## config.mk

```make
export PLATFORM = sky130hd
export DESIGN_NAME = overture_seq_flat
export DESIGN_NICKNAME = d
export VERILOG_FILES = /design/src/rtl/overture_pkg.sv /design/src/rtl/overture_seq_if.sv /design/src/rtl/overture_decode.sv /design/src/rtl/overture_seq.sv /design/src/flat_wrapper.sv
export SDC_FILE = /design/constraint.sdc
export NUM_CORES = 1
export LEC_CHECK = 0
export BUFFER_PORTS_ARGS = -buffer_cell sky130_fd_sc_hd__buf_2
export CAP_MARGIN = 40
export CORE_AREA = 10 10 79 81
export CTS_BUF_LIST = sky130_fd_sc_hd__clkbuf_4 sky130_fd_sc_hd__clkbuf_8
export DETAILED_ROUTE_END_ITERATION = 10
export DIE_AREA = 0 0 89 91
export PLACE_DENSITY = 0.74
export SLEW_MARGIN = 20
export SYNTH_ARGS = -nofsm -noshare
export SYNTH_HDL_FRONTEND = slang
export SYNTH_HIERARCHICAL = 1
export SYNTH_SLANG_ARGS = --single-unit
```

## constraint.sdc

```tcl
create_clock -name clk -period 3 [get_ports clk]
set_clock_uncertainty 0.15 [all_clocks]
set_input_delay 0.15 -clock clk [delete_from_list [all_inputs] [get_ports clk]]
set_output_delay 0.15 -clock clk [all_outputs]
set_load 0.02 [all_outputs]
```

## src/rtl/overture_pkg.sv

```systemverilog
// Shared types and constants for the overture sequencer.
// Holds the FSM state enum, instruction-class codes, write-source codes
// and the special register indices used by the decoder and the sequencer.
package overture_pkg;

    localparam int unsigned PC_W    = 8;
    localparam int unsigned INSTR_W = 8;
    localparam int unsigned REG_W   = 3;
    localparam int unsigned WSRC_W  = 2;
    localparam int unsigned CLS_W   = 2;
    localparam int unsigned RET_W   = 16;

    typedef enum logic [2:0] {
        FETCH,
        LOAD,
        EXEC,
        WAIT_IO,
        HALT
    } state_t;

    // Instruction class, taken from ir[7:6]
    localparam logic [CLS_W-1:0] IMM  = 2'd0;
    localparam logic [CLS_W-1:0] CALC = 2'd1;
    localparam logic [CLS_W-1:0] COPY = 2'd2;
    localparam logic [CLS_W-1:0] COND = 2'd3;

    // Register-file write source select
    localparam logic [WSRC_W-1:0] WSRC_IMM = 2'd0;
    localparam logic [WSRC_W-1:0] WSRC_ALU = 2'd1;
    localparam logic [WSRC_W-1:0] WSRC_REG = 2'd2;
    localparam logic [WSRC_W-1:0] WSRC_IN  = 2'd3;

    // Fixed register indices
    localparam logic [REG_W-1:0] R0_IDX   = 3'd0;
    localparam logic [REG_W-1:0] R3_IDX   = 3'd3;
    localparam logic [REG_W-1:0] IO_IDX   = 3'd6;
    localparam logic [REG_W-1:0] HALT_IDX = 3'd7;

endpackage

```

## src/rtl/overture_seq_if.sv

```systemverilog
// Bus bundle between the overture sequencer and its environment
// (instruction memory, register file, condition unit, I/O ports).
// master: the sequencer; slave: the surrounding datapath.
interface overture_seq_if;
    import overture_pkg::*;

    logic                run;
    logic [PC_W-1:0]     imem_addr;
    logic                imem_re;
    logic [INSTR_W-1:0]  imem_data;
    logic [PC_W-1:0]     jump_target;
    logic                cond_true;
    logic [INSTR_W-1:0]  ir;
    logic                rf_we;
    logic [REG_W-1:0]    rf_waddr;
    logic [REG_W-1:0]    rf_raddr;
    logic [WSRC_W-1:0]   wsrc;
    logic                in_valid;
    logic                in_ready;
    logic                out_valid;
    logic                out_ready;
    logic                halted;
    logic [RET_W-1:0]    retired;

    modport master (
        input  run, imem_data, jump_target, cond_true, in_valid, out_ready,
        output imem_addr, imem_re, ir, rf_we, rf_waddr, rf_raddr, wsrc,
               in_ready, out_valid, halted, retired
    );

    modport slave (
        output run, imem_data, jump_target, cond_true, in_valid, out_ready,
        input  imem_addr, imem_re, ir, rf_we, rf_waddr, rf_raddr, wsrc,
               in_ready, out_valid, halted, retired
    );

endinterface

```

## src/rtl/overture_decode.sv

```systemverilog
// Combinational instruction decoder.
// Ports: ir (in, instruction) -> cls (class), src/dst (copy registers),
//        need_in/need_out (COPY touches the I/O port), is_halt (COPY names R7).
module overture_decode
    import overture_pkg::*;
(
    input  logic [INSTR_W-1:0] ir,
    output logic [CLS_W-1:0]   cls,
    output logic [REG_W-1:0]   src,
    output logic [REG_W-1:0]   dst,
    output logic               need_in,
    output logic               need_out,
    output logic               is_halt
);

    logic is_copy;

    assign cls     = ir[7:6];
    assign src     = ir[5:3];
    assign dst     = ir[2:0];
    assign is_copy = (cls == COPY);

    // Halt takes priority over any I/O side effect of the same COPY
    assign is_halt  = is_copy && ((src == HALT_IDX) || (dst == HALT_IDX));
    assign need_in  = is_copy && !is_halt && (src == IO_IDX);
    assign need_out = is_copy && !is_halt && (dst == IO_IDX);

endmodule

```

## src/rtl/overture_seq.sv

```systemverilog
// Overture instruction sequencer: fetch / load / execute control with
// blocking I/O copies and a sticky halt.
// Ports: clk, rst (async, active-high), bus (overture_seq_if.master):
//        instruction-memory fetch, register-file write control, I/O
//        handshakes, halted flag and retired-instruction counter.
module overture_seq
    import overture_pkg::*;
#(
    parameter logic [PC_W-1:0] RESET_PC = 8'h00
) (
    input  logic                 clk,
    input  logic                 rst,
    overture_seq_if.master       bus
);

    state_t              state;
    logic [PC_W-1:0]     pc;
    logic [INSTR_W-1:0]  ir_q;
    logic                halted_q;
    logic [RET_W-1:0]    retired_q;

    logic [CLS_W-1:0]    cls;
    logic [REG_W-1:0]    src;
    logic [REG_W-1:0]    dst;
    logic                need_in;
    logic                need_out;
    logic                is_halt;
    logic                io_done;

    logic                imem_re;
    logic                rf_we;
    logic [REG_W-1:0]    rf_waddr;
    logic [WSRC_W-1:0]   wsrc;
    logic                in_ready;
    logic                out_valid;

    overture_decode u_decode (
        .ir       (ir_q),
        .cls      (cls),
        .src      (src),
        .dst      (dst),
        .need_in  (need_in),
        .need_out (need_out),
        .is_halt  (is_halt)
    );

    // Both sides of an I/O copy must be ready in the same cycle
    assign io_done = (!need_in || bus.in_valid) && (!need_out || bus.out_ready);

    // Control outputs decoded from state and ir; rst masks the fetch strobe
    always_comb begin
        imem_re   = 1'b0;
        rf_we     = 1'b0;
        rf_waddr  = R0_IDX;
        wsrc      = WSRC_IMM;
        in_ready  = 1'b0;
        out_valid = 1'b0;
        case (state)
            FETCH: imem_re = bus.run && !rst;
            EXEC, WAIT_IO: begin
                case (cls)
                    IMM: begin
                        rf_we    = 1'b1;
                        rf_waddr = R0_IDX;
                        wsrc     = WSRC_IMM;
                    end
                    CALC: begin
                        rf_we    = 1'b1;
                        rf_waddr = R3_IDX;
                        wsrc     = WSRC_ALU;
                    end
                    COPY: begin
                        if (!is_halt) begin
                            rf_waddr  = dst;
                            wsrc      = need_in ? WSRC_IN : WSRC_REG;
                            in_ready  = need_in;
                            out_valid = need_out;
                            rf_we     = !need_out && io_done;
                        end
                    end
                    default: ;
                endcase
            end
            default: ;
        endcase
    end

    // State, pc, ir and status registers
    always_ff @(posedge clk or posedge rst) begin
        if (rst) begin
            state     <= FETCH;
            pc        <= RESET_PC;
            ir_q      <= '0;
            halted_q  <= 1'b0;
            retired_q <= '0;
        end else begin
            case (state)
                FETCH: begin
                    if (bus.run) state <= LOAD;
                end
                LOAD: begin
                    ir_q  <= bus.imem_data;
                    state <= EXEC;
                end
                EXEC, WAIT_IO: begin
                    if (is_halt) begin
                        halted_q <= 1'b1;
                        state    <= HALT;
                    end else if (cls == COND || io_done) begin
                        if (cls == COND && bus.cond_true) pc <= bus.jump_target;
                        else                              pc <= pc + 8'd1;
                        if (retired_q != '1) retired_q <= retired_q + 16'd1;
                        state <= FETCH;
                    end else begin
                        state <= WAIT_IO;
                    end
                end
                HALT:    state <= HALT;
                default: state <= FETCH;
            endcase
        end
    end

    assign bus.imem_addr = pc;
    assign bus.imem_re   = imem_re;
    assign bus.ir        = ir_q;
    assign bus.rf_we     = rf_we;
    assign bus.rf_waddr  = rf_waddr;
    assign bus.rf_raddr  = src;
    assign bus.wsrc      = wsrc;
    assign bus.in_ready  = in_ready;
    assign bus.out_valid = out_valid;
    assign bus.halted    = halted_q;
    assign bus.retired   = retired_q;

endmodule

```

## src/flat_wrapper.sv

```systemverilog
// flat-port wrapper written by rule: the top's interface ports become plain ports
module overture_seq_flat import overture_pkg::*;
#(
    parameter logic [PC_W-1:0] RESET_PC = 8'h00
)
  (clk, rst, bus_run, bus_imem_data, bus_jump_target, bus_cond_true, bus_in_valid, bus_out_ready, bus_imem_addr, bus_imem_re, bus_ir, bus_rf_we, bus_rf_waddr, bus_rf_raddr, bus_wsrc, bus_in_ready, bus_out_valid, bus_halted, bus_retired);
  overture_seq_if bus_i ();
  input  logic clk;
  input  logic rst;
  input wire logic [$bits(bus_i.run)-1:0] bus_run;
  input wire logic [$bits(bus_i.imem_data)-1:0] bus_imem_data;
  input wire logic [$bits(bus_i.jump_target)-1:0] bus_jump_target;
  input wire logic [$bits(bus_i.cond_true)-1:0] bus_cond_true;
  input wire logic [$bits(bus_i.in_valid)-1:0] bus_in_valid;
  input wire logic [$bits(bus_i.out_ready)-1:0] bus_out_ready;
  output wire logic [$bits(bus_i.imem_addr)-1:0] bus_imem_addr;
  output wire logic [$bits(bus_i.imem_re)-1:0] bus_imem_re;
  output wire logic [$bits(bus_i.ir)-1:0] bus_ir;
  output wire logic [$bits(bus_i.rf_we)-1:0] bus_rf_we;
  output wire logic [$bits(bus_i.rf_waddr)-1:0] bus_rf_waddr;
  output wire logic [$bits(bus_i.rf_raddr)-1:0] bus_rf_raddr;
  output wire logic [$bits(bus_i.wsrc)-1:0] bus_wsrc;
  output wire logic [$bits(bus_i.in_ready)-1:0] bus_in_ready;
  output wire logic [$bits(bus_i.out_valid)-1:0] bus_out_valid;
  output wire logic [$bits(bus_i.halted)-1:0] bus_halted;
  output wire logic [$bits(bus_i.retired)-1:0] bus_retired;
  assign bus_i.run = bus_run;
  assign bus_i.imem_data = bus_imem_data;
  assign bus_i.jump_target = bus_jump_target;
  assign bus_i.cond_true = bus_cond_true;
  assign bus_i.in_valid = bus_in_valid;
  assign bus_i.out_ready = bus_out_ready;
  assign bus_imem_addr = bus_i.imem_addr;
  assign bus_imem_re = bus_i.imem_re;
  assign bus_ir = bus_i.ir;
  assign bus_rf_we = bus_i.rf_we;
  assign bus_rf_waddr = bus_i.rf_waddr;
  assign bus_rf_raddr = bus_i.rf_raddr;
  assign bus_wsrc = bus_i.wsrc;
  assign bus_in_ready = bus_i.in_ready;
  assign bus_out_valid = bus_i.out_valid;
  assign bus_halted = bus_i.halted;
  assign bus_retired = bus_i.retired;
  overture_seq #(.RESET_PC(RESET_PC)) u_core (.clk(clk), .rst(rst), .bus(bus_i));
endmodule
```

==> flow_metrics.py, run 1 <==
metrics = {
    "floorplanning": {
        "fp.dieW_um": 89,
        "design.core.area_um2": 4660,
        "boundaryPins": 67,
        "die_height_um": 91,
        "die_area_um2": 8100,
        "rows": 25,
        "start_util_pct": 43.4,
    },
    "grt": {
        "antenna_found_initial": 0,
        "first_global_vias": 1758,
        "met3_usage_pct": 3.93,
        "grt_util_met2_pct": 21.4,
        "overflow": 0,
        "grt_max_degree": 20,
        "met1_usage_pct": 15.2,
        "top_usage_layer": "met2",
        "grt_use_total_pct": 12.7,
        "grt_pass1_wl_um": 8370,
    },
    "clock_network": {
        "cts_root_buf": "clkbuf_8",
        "tritoncts": "done",
        "cts.sinks": 36,
        "clock_latency_ns": 0.28,
        "cts_inserted_buffers": 5,
        "post_cts_buffers": 0,
        "cts_buffer_depth": 2,
        "htreeDepth": 2,
        "clkSlewWorstSetupHoldPaths_ns": 0.07,
    },
    "layout": {
        "final_cell_mix": "buf_2 (66), dfrtp_1 (36), nand2_1 (24)",
        "mostFrequentLayoutCell": "buf_2",
        "syn2layout_area_growth_pct": 26.2,
        "finalNetCount": 303,
        "stdcell_count": 329,
        "drive_above_1_share_pct": 33.8,
        "num_antenna_cells": 0,
    },
    "place": {
        "dpl.hpwl_um": 3910,
        "dp_slack_ns": 0.497,
        "dp_cells": 312,
        "gp_congestion": 0.834,
        "io_buffer_count": 66,
    },
    "timing": {
        "min_period_over_period_pct": 83.8,
        "holdWs_ns": 0.0180,
        "rsz0062_at_grt": "false",
        "max_clock_freq_mhz": 398,
        "finalSetupTns_ns": 0,
        "finalHoldViolCount": 0,
        "worst_pin_slew_ns": 0.688,
        "worst_slack_ns": 0.487,
        "post-route-min-period_ns": 2.51,
        "slew_violations": 0,
        "slew_headroom_pct": 54.0,
        "finalSetupViolCount": 0,
    },
    "status": {
        "status": "completed",
    },
    "min_path": {
        "min_path_cells": 3,
        "hold_path_class": "primary input to register",
        "worstHoldStart": "bus_jump_target[7]",
        "min_to": "u_core/bus.imem_addr[7]$_DFFE_PP0P_",
    },
    "route": {
        "wl_per_cell_um": 15.5,
        "drt-total-wl_um": 5100,
        "viasPerCell": 5.16,
        "drc": 0,
        "drtAntennaViolNets": 0,
        "num_vias": 1696,
        "drt_iter0_drc": 53,
        "drt_pre_antenna_iters": 6,
    },
    "setup_path": {
        "path_max_fanout": 8,
        "rr_startpoint": "u_core/bus.ir[6]$_DFFE_PP0P_",
        "critical_path_class": "register to register",
        "crit_arrival_ns": 2.53,
        "cp_top_family": "simple AND/OR/NAND/NOR gates",
        "reg2reg_slack_ns": 0.49,
        "cp_cell_sequence": "nand2b_4 -> nor4b_2 -> nand2b_1 -> a21oi_1 -> or3_1 -> mux2_1",
        "slowest_delay_ns": 0.45,
        "worst-path-buf-inv": 0,
        "endpoint_kind": "register",
        "critPathLaunchType": "register",
        "reg2reg_depth": 6,
        "timing.rr.end": "u_core/bus.retired[1]$_DFFE_PP0P_",
        "crit_slowest_cell": "dfrtp_1",
        "cp_data_required_time_ns": 3.02,
    },
    "power_and_ir_drop": {
        "p_leak_nw": 1.26,
        "finalPower_mw": 2.61,
        "p_per_area_nw_per_um2": 1020,
        "p_clk_share_pct": 16.4,
        "combinationalPowerShare_pct": 48.7,
        "power_switching_mw": 1.19,
        "seqPwrFrac_pct": 34.9,
        "internal_power_mw": 1.42,
        "ir_drop_uv": 636,
        "sw_frac_of_total_pct": 45.5,
    },
    "logic_synthesis": {
        "ys_types": 40,
        "syn-num-nets": 231,
        "synth.avg_cell_area_um2": 10.0,
        "ys_seq_elements": 36,
        "netlist_area_um2": 2020,
        "netlist_instances": 202,
        "yosys_warnings": 6,
        "ys_seq_area_share_pct": 44.5,
    },
    "job": {
        "maxCapViolations": 0,
    },
}
-- sequential cells by signal, summed over array words and instances (netlist names) --
register,count
u_core/state,3
u_core/bus.halted,1
u_core/bus.ir,8
u_core/bus.retired,16
u_core/bus.imem_addr,8
-- how the worst max path moves through the flow --
stage                            startpoint                                end  depth (start not counted)
2_1_floorplan  u_core/bus.ir[6]$_DFFE_PP0P_  u_core/bus.retired[1]$_DFFE_PP0P_                          7
3_3_place_gp   u_core/bus.ir[6]$_DFFE_PP0P_  u_core/bus.retired[1]$_DFFE_PP0P_                          6
3_5_place_dp   u_core/bus.ir[6]$_DFFE_PP0P_  u_core/bus.retired[1]$_DFFE_PP0P_                          6
4_1_cts        u_core/bus.ir[6]$_DFFE_PP0P_  u_core/bus.retired[1]$_DFFE_PP0P_                          6
5_1_grt        u_core/bus.ir[6]$_DFFE_PP0P_  u_core/bus.retired[1]$_DFFE_PP0P_                          6
6_report       u_core/bus.ir[6]$_DFFE_PP0P_  u_core/bus.retired[1]$_DFFE_PP0P_                          6
-- power by group through the flow --
stage          clock, mW  sequential, mW  combinational [mW]
4_1_cts            0.440           0.910                1.29
5_1_grt            0.462           0.950                1.39
3_5_place_dp           0           0.916                1.27
2_1_floorplan          0            1.08               0.780
3_3_place_gp           0           0.905                1.24
6_report           0.427           0.912                1.27
-- layer usage --
layer  part of all wire [%]  up-vias
li1                       -      843
met1                     42      793
met2                     49       55
met3                    8.2        5
met4                   0.71        0
met5                      0        -
-- stage by stage --
stage / instance area, um^2 / util [%]
finish: 2550 / 54.8
global route: 2550 / 54.8
CTS: 2550 / 54.8
detailed placement: 2350 / 50.5
global placement: 2350 / 50.5
floorplan: 2020 / -
-- final cells by class --
cell class                      instances  area [um^2]
Multi-Input combinational cell        150         1020
Timing Repair Buffer                   77          435
Fill cell                             431         2110
Clock buffer                            6         76.3
Clock inverter                          2         35.0
Sequential cell                        36          901
Inverter                                4         15.0
Tap cell                               54         67.6
-- synthesized netlist by cell type, drive strengths merged --
| library cell | number | share of area, % |
|---|---|---|
| and2 | 2 | 0.62 |
| nor4b | 2 | 1.9 |
| a21o | 1 | 0.37 |
| and3 | 8 | 2.5 |
| nand2b | 6 | 2.6 |
| xnor2 | 8 | 3.5 |
| clkbuf | 2 | 0.37 |
| xor2 | 7 | 3.0 |
| and4 | 1 | 0.43 |
| inv | 4 | 0.74 |
| a22o | 1 | 0.43 |
| nand3 | 10 | 2.5 |
| nand4 | 7 | 2.2 |
| dfrtp | 36 | 44 |
| a2bb2oi | 2 | 0.87 |
| buf | 10 | 3.8 |
| nand3b | 1 | 0.37 |
| mux2i | 1 | 0.49 |
| a21oi | 15 | 3.7 |
| o32ai | 1 | 0.43 |
| o22ai | 2 | 0.62 |
| or2b | 1 | 0.37 |
| or3 | 1 | 0.31 |
| nor3b | 1 | 0.62 |
| nor2b | 2 | 0.99 |
| nor3 | 4 | 2.1 |
| nand2 | 24 | 4.5 |
| nor2 | 15 | 2.8 |
| nor4 | 3 | 1.2 |
| mux2 | 9 | 5.0 |
| o21ai | 8 | 2.0 |
| ha | 7 | 4.3 |
-- worst reg2reg max path, stage by stage (launching register included) --
cell and delay, ns:
dfrtp_1 0.45, nand2b_4 0.19, nor4b_2 0.30, nand2b_1 0.12
a21oi_1 0.39, or3_1 0.44, mux2_1 0.36
-- kinds of logic after synthesis --
group / after synthesis / synth area share (%)
xor gates and xnor gates: 15 / 6.49
DFF: 36 / 44.5
AOI/OAI and AO/OA: 30 / 8.41
buffers and inverters: 16 / 4.88
muxes: 10 / 5.50
and+or+nand+nor: 88 / 25.9
adders and majority gates: 7 / 4.33
-- timing repair --
item / CTS / global route
endpoints found under the hold margin: 25 / 0
resized for setup: 0 / 0
hold buffers: 9 / 0
Note: power is estimated with default switching activity, not from simulation.
==> run 2, diff against run 1 <==
ABC_AREA = 1   (was unset)
CORE_AREA = 10 10 83 85   (was 10 10 79 81)
DIE_AREA = 0 0 93 95   (was 0 0 89 91)
PLACE_DENSITY = 0.73   (was 0.74)
clock period = 2.46 ns   (was 3 ns; I/O delays follow)
==> run 2 against run 1 <==
Effect of this change:
- synthesized cell count increased by 53%
- setup slack worse by 0.20 ns
- worst hold slack worse by 0.014 ns
- non-clock buffer count increased by 2
- register-to-register slack worse by 0.02 ns
- critical path depth rose by 1
- sequential power increased by 13%
- core utilization decreased by 1.4 points
- first-iteration DRC count up 70%
- total power increased by 14%
- critical path type is now register to primary output
- largest cell class unchanged
==> flow_metrics.py, run 2 <==
metrics = {
    "status": {
        "status": "completed",
    },
    "route": {
        "viasPerCell": 4.80,
        "drt_iter0_drc": 90,
        "wl_per_cell_um": 12.5,
        "drc": 0,
        "drt_pre_antenna_iters": 4,
        "num_vias": 2197,
        "drt-total-wl_um": 5740,
        "drtAntennaViolNets": 0,
    },
    "grt": {
        "grt_max_degree": 37,
        "first_global_vias": 2222,
        "grt_pass1_wl_um": 9650,
        "grt_use_total_pct": 13.3,
        "antenna_found_initial": 0,
        "overflow": 0,
    },
    "logic_synthesis": {
        "synthAdderAreaFrac_pct": 3.80,
        "async_flop_share_pct": 100,
        "syn-num-nets": 339,
        "synth_top_family_by_area": "simple AND/OR/NAND/NOR gates",
        "synth-simple-area-share_pct": 35.0,
        "netlist.area_leader.share_pct": 39.1,
        "synth.most_common_cell": "nand2_1",
        "synth.avg_cell_area_um2": 7.43,
        "yosys_warnings": 6,
        "synthXorXnorAreaFrac_pct": 3.80,
        "ys_seq_elements": 36,
        "synth_edf_count": 0,
        "ys_types": 28,
        "synth_compound_area_share_pct": 5.21,
        "synth_flop_cell": "dfrtp_1",
        "synth_area_leaders": "dfrtp_1 (39%), nand2_1 (19%), nor2_1 (5.4%), inv_1 (4.9%), mux2_2 (3.9%)",
        "ys_seq_area_share_pct": 39.1,
        "netlist_instances": 310,
        "yosys.area.top_type": "dfrtp_1",
        "synthMuxAreaShare_pct": 3.91,
        "synthTopCellsByCount": "nand2_1 (114), dfrtp_1 (36), nor2_1 (33)",
        "netlist_area_um2": 2300,
    },
    "setup_path": {
        "worst-path-buf-inv": 2,
        "cp_cell_sequence": "inv_1 -> nor2_2 -> a21boi_2 -> nor2_1 -> nand3_1 -> a211oi_1 -> buf_2",
        "critical_path_class": "register to primary output",
        "cp_top_family": "simple AND/OR/NAND/NOR gates",
        "reg2reg_slack_ns": 0.47,
        "endpoint_kind": "primary output",
        "path_max_fanout": 7,
        "slowest_delay_ns": 0.44,
        "cp_data_required_time_ns": 2.19,
        "critPathLaunchType": "register",
        "reg2reg_depth": 11,
        "crit_arrival_ns": 1.90,
        "rr_startpoint": "u_core/bus.ir[6]$_DFFE_PP0P_",
        "crit_slowest_cell": "dfrtp_1",
        "timing.rr.end": "u_core/bus.retired[7]$_DFFE_PP0P_",
    },
    "place": {
        "dpl.hpwl_um": 4290,
        "gp_congestion": 0.844,
        "placedInstanceArea_um2": 2650,
        "io_buffer_count": 66,
        "dp_slack_ns": 0.507,
    },
    "timing": {
        "finalSetupTns_ns": 0,
        "worst_slack_ns": 0.283,
        "slew_violations": 0,
        "finalSetupViolCount": 0,
        "worst_pin_slew_ns": 0.458,
        "max_clock_freq_mhz": 459,
        "rsz0062_at_grt": "false",
        "min_period_over_period_pct": 88.5,
        "slew_headroom_pct": 69.5,
        "finalHoldViolCount": 0,
        "post-route-min-period_ns": 2.18,
    },
    "layout": {
        "final_area_um2": 2850,
        "drive_above_1_share_pct": 25.6,
        "fin_util_pct": 53.4,
        "largest_reg_flops": 16,
        "num_antenna_cells": 0,
        "syn2layout_area_growth_pct": 23.8,
        "mostFrequentLayoutCell": "nand2_1",
        "finalNetCount": 414,
        "final_cell_mix": "nand2_1 (114), buf_2 (66), dfrtp_1 (36)",
    },
    "clock_network": {
        "htreeDepth": 2,
        "cts_buffer_depth": 2,
        "cts.sinks": 36,
        "cts_inserted_buffers": 5,
        "tritoncts": "done",
        "cts_root_buf": "clkbuf_8",
        "clock_latency_ns": 0.29,
        "clkSlewWorstSetupHoldPaths_ns": 0.07,
        "post_cts_buffers": 0,
    },
    "min_path": {
        "worstHoldStart": "bus_jump_target[0]",
        "min_path_cells": 5,
        "hold_path_class": "primary input to register",
        "min_to": "u_core/bus.imem_addr[0]$_DFFE_PP0P_",
    },
    "power_and_ir_drop": {
        "ir_drop_uv": 411,
        "sw_frac_of_total_pct": 48.5,
        "p_clk_share_pct": 13.9,
        "internal_power_mw": 1.53,
        "finalPower_mw": 2.98,
        "power_switching_mw": 1.44,
        "seqPwrFrac_pct": 34.5,
        "p_leak_nw": 1.51,
        "p_per_area_nw_per_um2": 1040,
        "combinationalPowerShare_pct": 51.6,
    },
    "floorplanning": {
        "start_util_pct": 43.2,
        "rows": 27,
        "design.core.area_um2": 5340,
        "die_area_um2": 8840,
        "boundaryPins": 67,
        "fp.dieW_um": 93,
        "die_height_um": 95,
    },
    "job": {
        "maxCapViolations": 0,
    },
}
==> run 2: changes by cell type after synthesis, sizes merged, moves of 3 or more <==
cell	delta
nand2	+92
inv	+29
nor2	+23
a21oi	-10
nand3	+10
and3	-8
nand2b	-6
nor4	-3
xnor2	-3
==> run 2: layer usage <==
metal  vias to the layer above  GRT usage [%]  part of all wire [%]
li1                       1126              -                     -
met1                       988           14.5                    43
met2                        71           23.0                    47
met3                        12           4.92                   7.5
met4                         0           5.01                   2.0
met5                         -              0                     0
==> run 2: worst max-delay path by stage <==
stage	from	endpoint	slack, ns	cells after the start
after floorplan	u_core/bus.ir[6]$_DFFE_PP0P_	bus_rf_we	0.43	7
after global placement	u_core/bus.ir[7]$_DFFE_PP0P_	u_core/bus.retired[5]$_DFFE_PP0P_	0.60	12
after detailed placement	u_core/bus.ir[6]$_DFFE_PP0P_	u_core/bus.retired[4]$_DFFE_PP0P_	0.51	11
after CTS	u_core/bus.ir[7]$_DFFE_PP0P_	bus_rf_we	0.27	7
after global routing	u_core/bus.ir[7]$_DFFE_PP0P_	bus_rf_we	0.15	7
final	u_core/bus.ir[7]$_DFFE_PP0P_	bus_rf_we	0.28	7
==> run 2: cell type report <==
cell class / instances / area [um^2]
Timing Repair Buffer: 79 / 458
Multi-Input combinational cell: 230 / 1190
Clock buffer: 5 / 68.8
Tap cell: 72 / 90.1
Fill cell: 560 / 2480
Clock inverter: 3 / 18.8
Inverter: 33 / 124
Sequential cell: 36 / 901
==> run 2: worst reg2reg max path, stage by stage (launching register included) <==
cell,delay (ns)
dfrtp_1,0.46
nor2_2,0.14
nand3_1,0.10
nor2_1,0.13
nand2_1,0.10
nand2_1,0.09
nand2_1,0.10
nand2_4,0.14
inv_2,0.13
o21ai_4,0.19
nand2_1,0.12
nand2_1,0.09
==> run 2: cell families after synthesis <==
logic type,Yosys count
and+or+nand+nor,186
buffers and inverters,44
DFF,36
AOI/OAI and AO/OA,19
xor gates and xnor gates,10
muxes,8
adders and majority gates,7
==> run 2: power by group through the flow <==
stage          registers (mW)  clock network (mW)  logic, mW
2_1_floorplan            1.20                   0       1.02
3_3_place_gp             1.03                   0       1.51
3_5_place_dp             1.04                   0       1.53
4_1_cts                  1.03               0.427       1.56
5_1_grt                  1.07               0.461       1.72
6_report                 1.03               0.414       1.54
==> run 2: what timing repair did <==
action | 4_1_cts | 5_1_grt
hold buffers | 12 | 0
gates resized for setup | 0 | 0
endpoints found under the hold margin | 47 | 0
==> run 2: through the flow <==
stage          hold WS (ns)  std cells
4_1_cts             0.00254        458
6_report            0.00365        458
3_5_place_dp          0.113        438
3_3_place_gp          0.113        438
5_1_grt              0.0227        458
2_1_floorplan         0.124        310
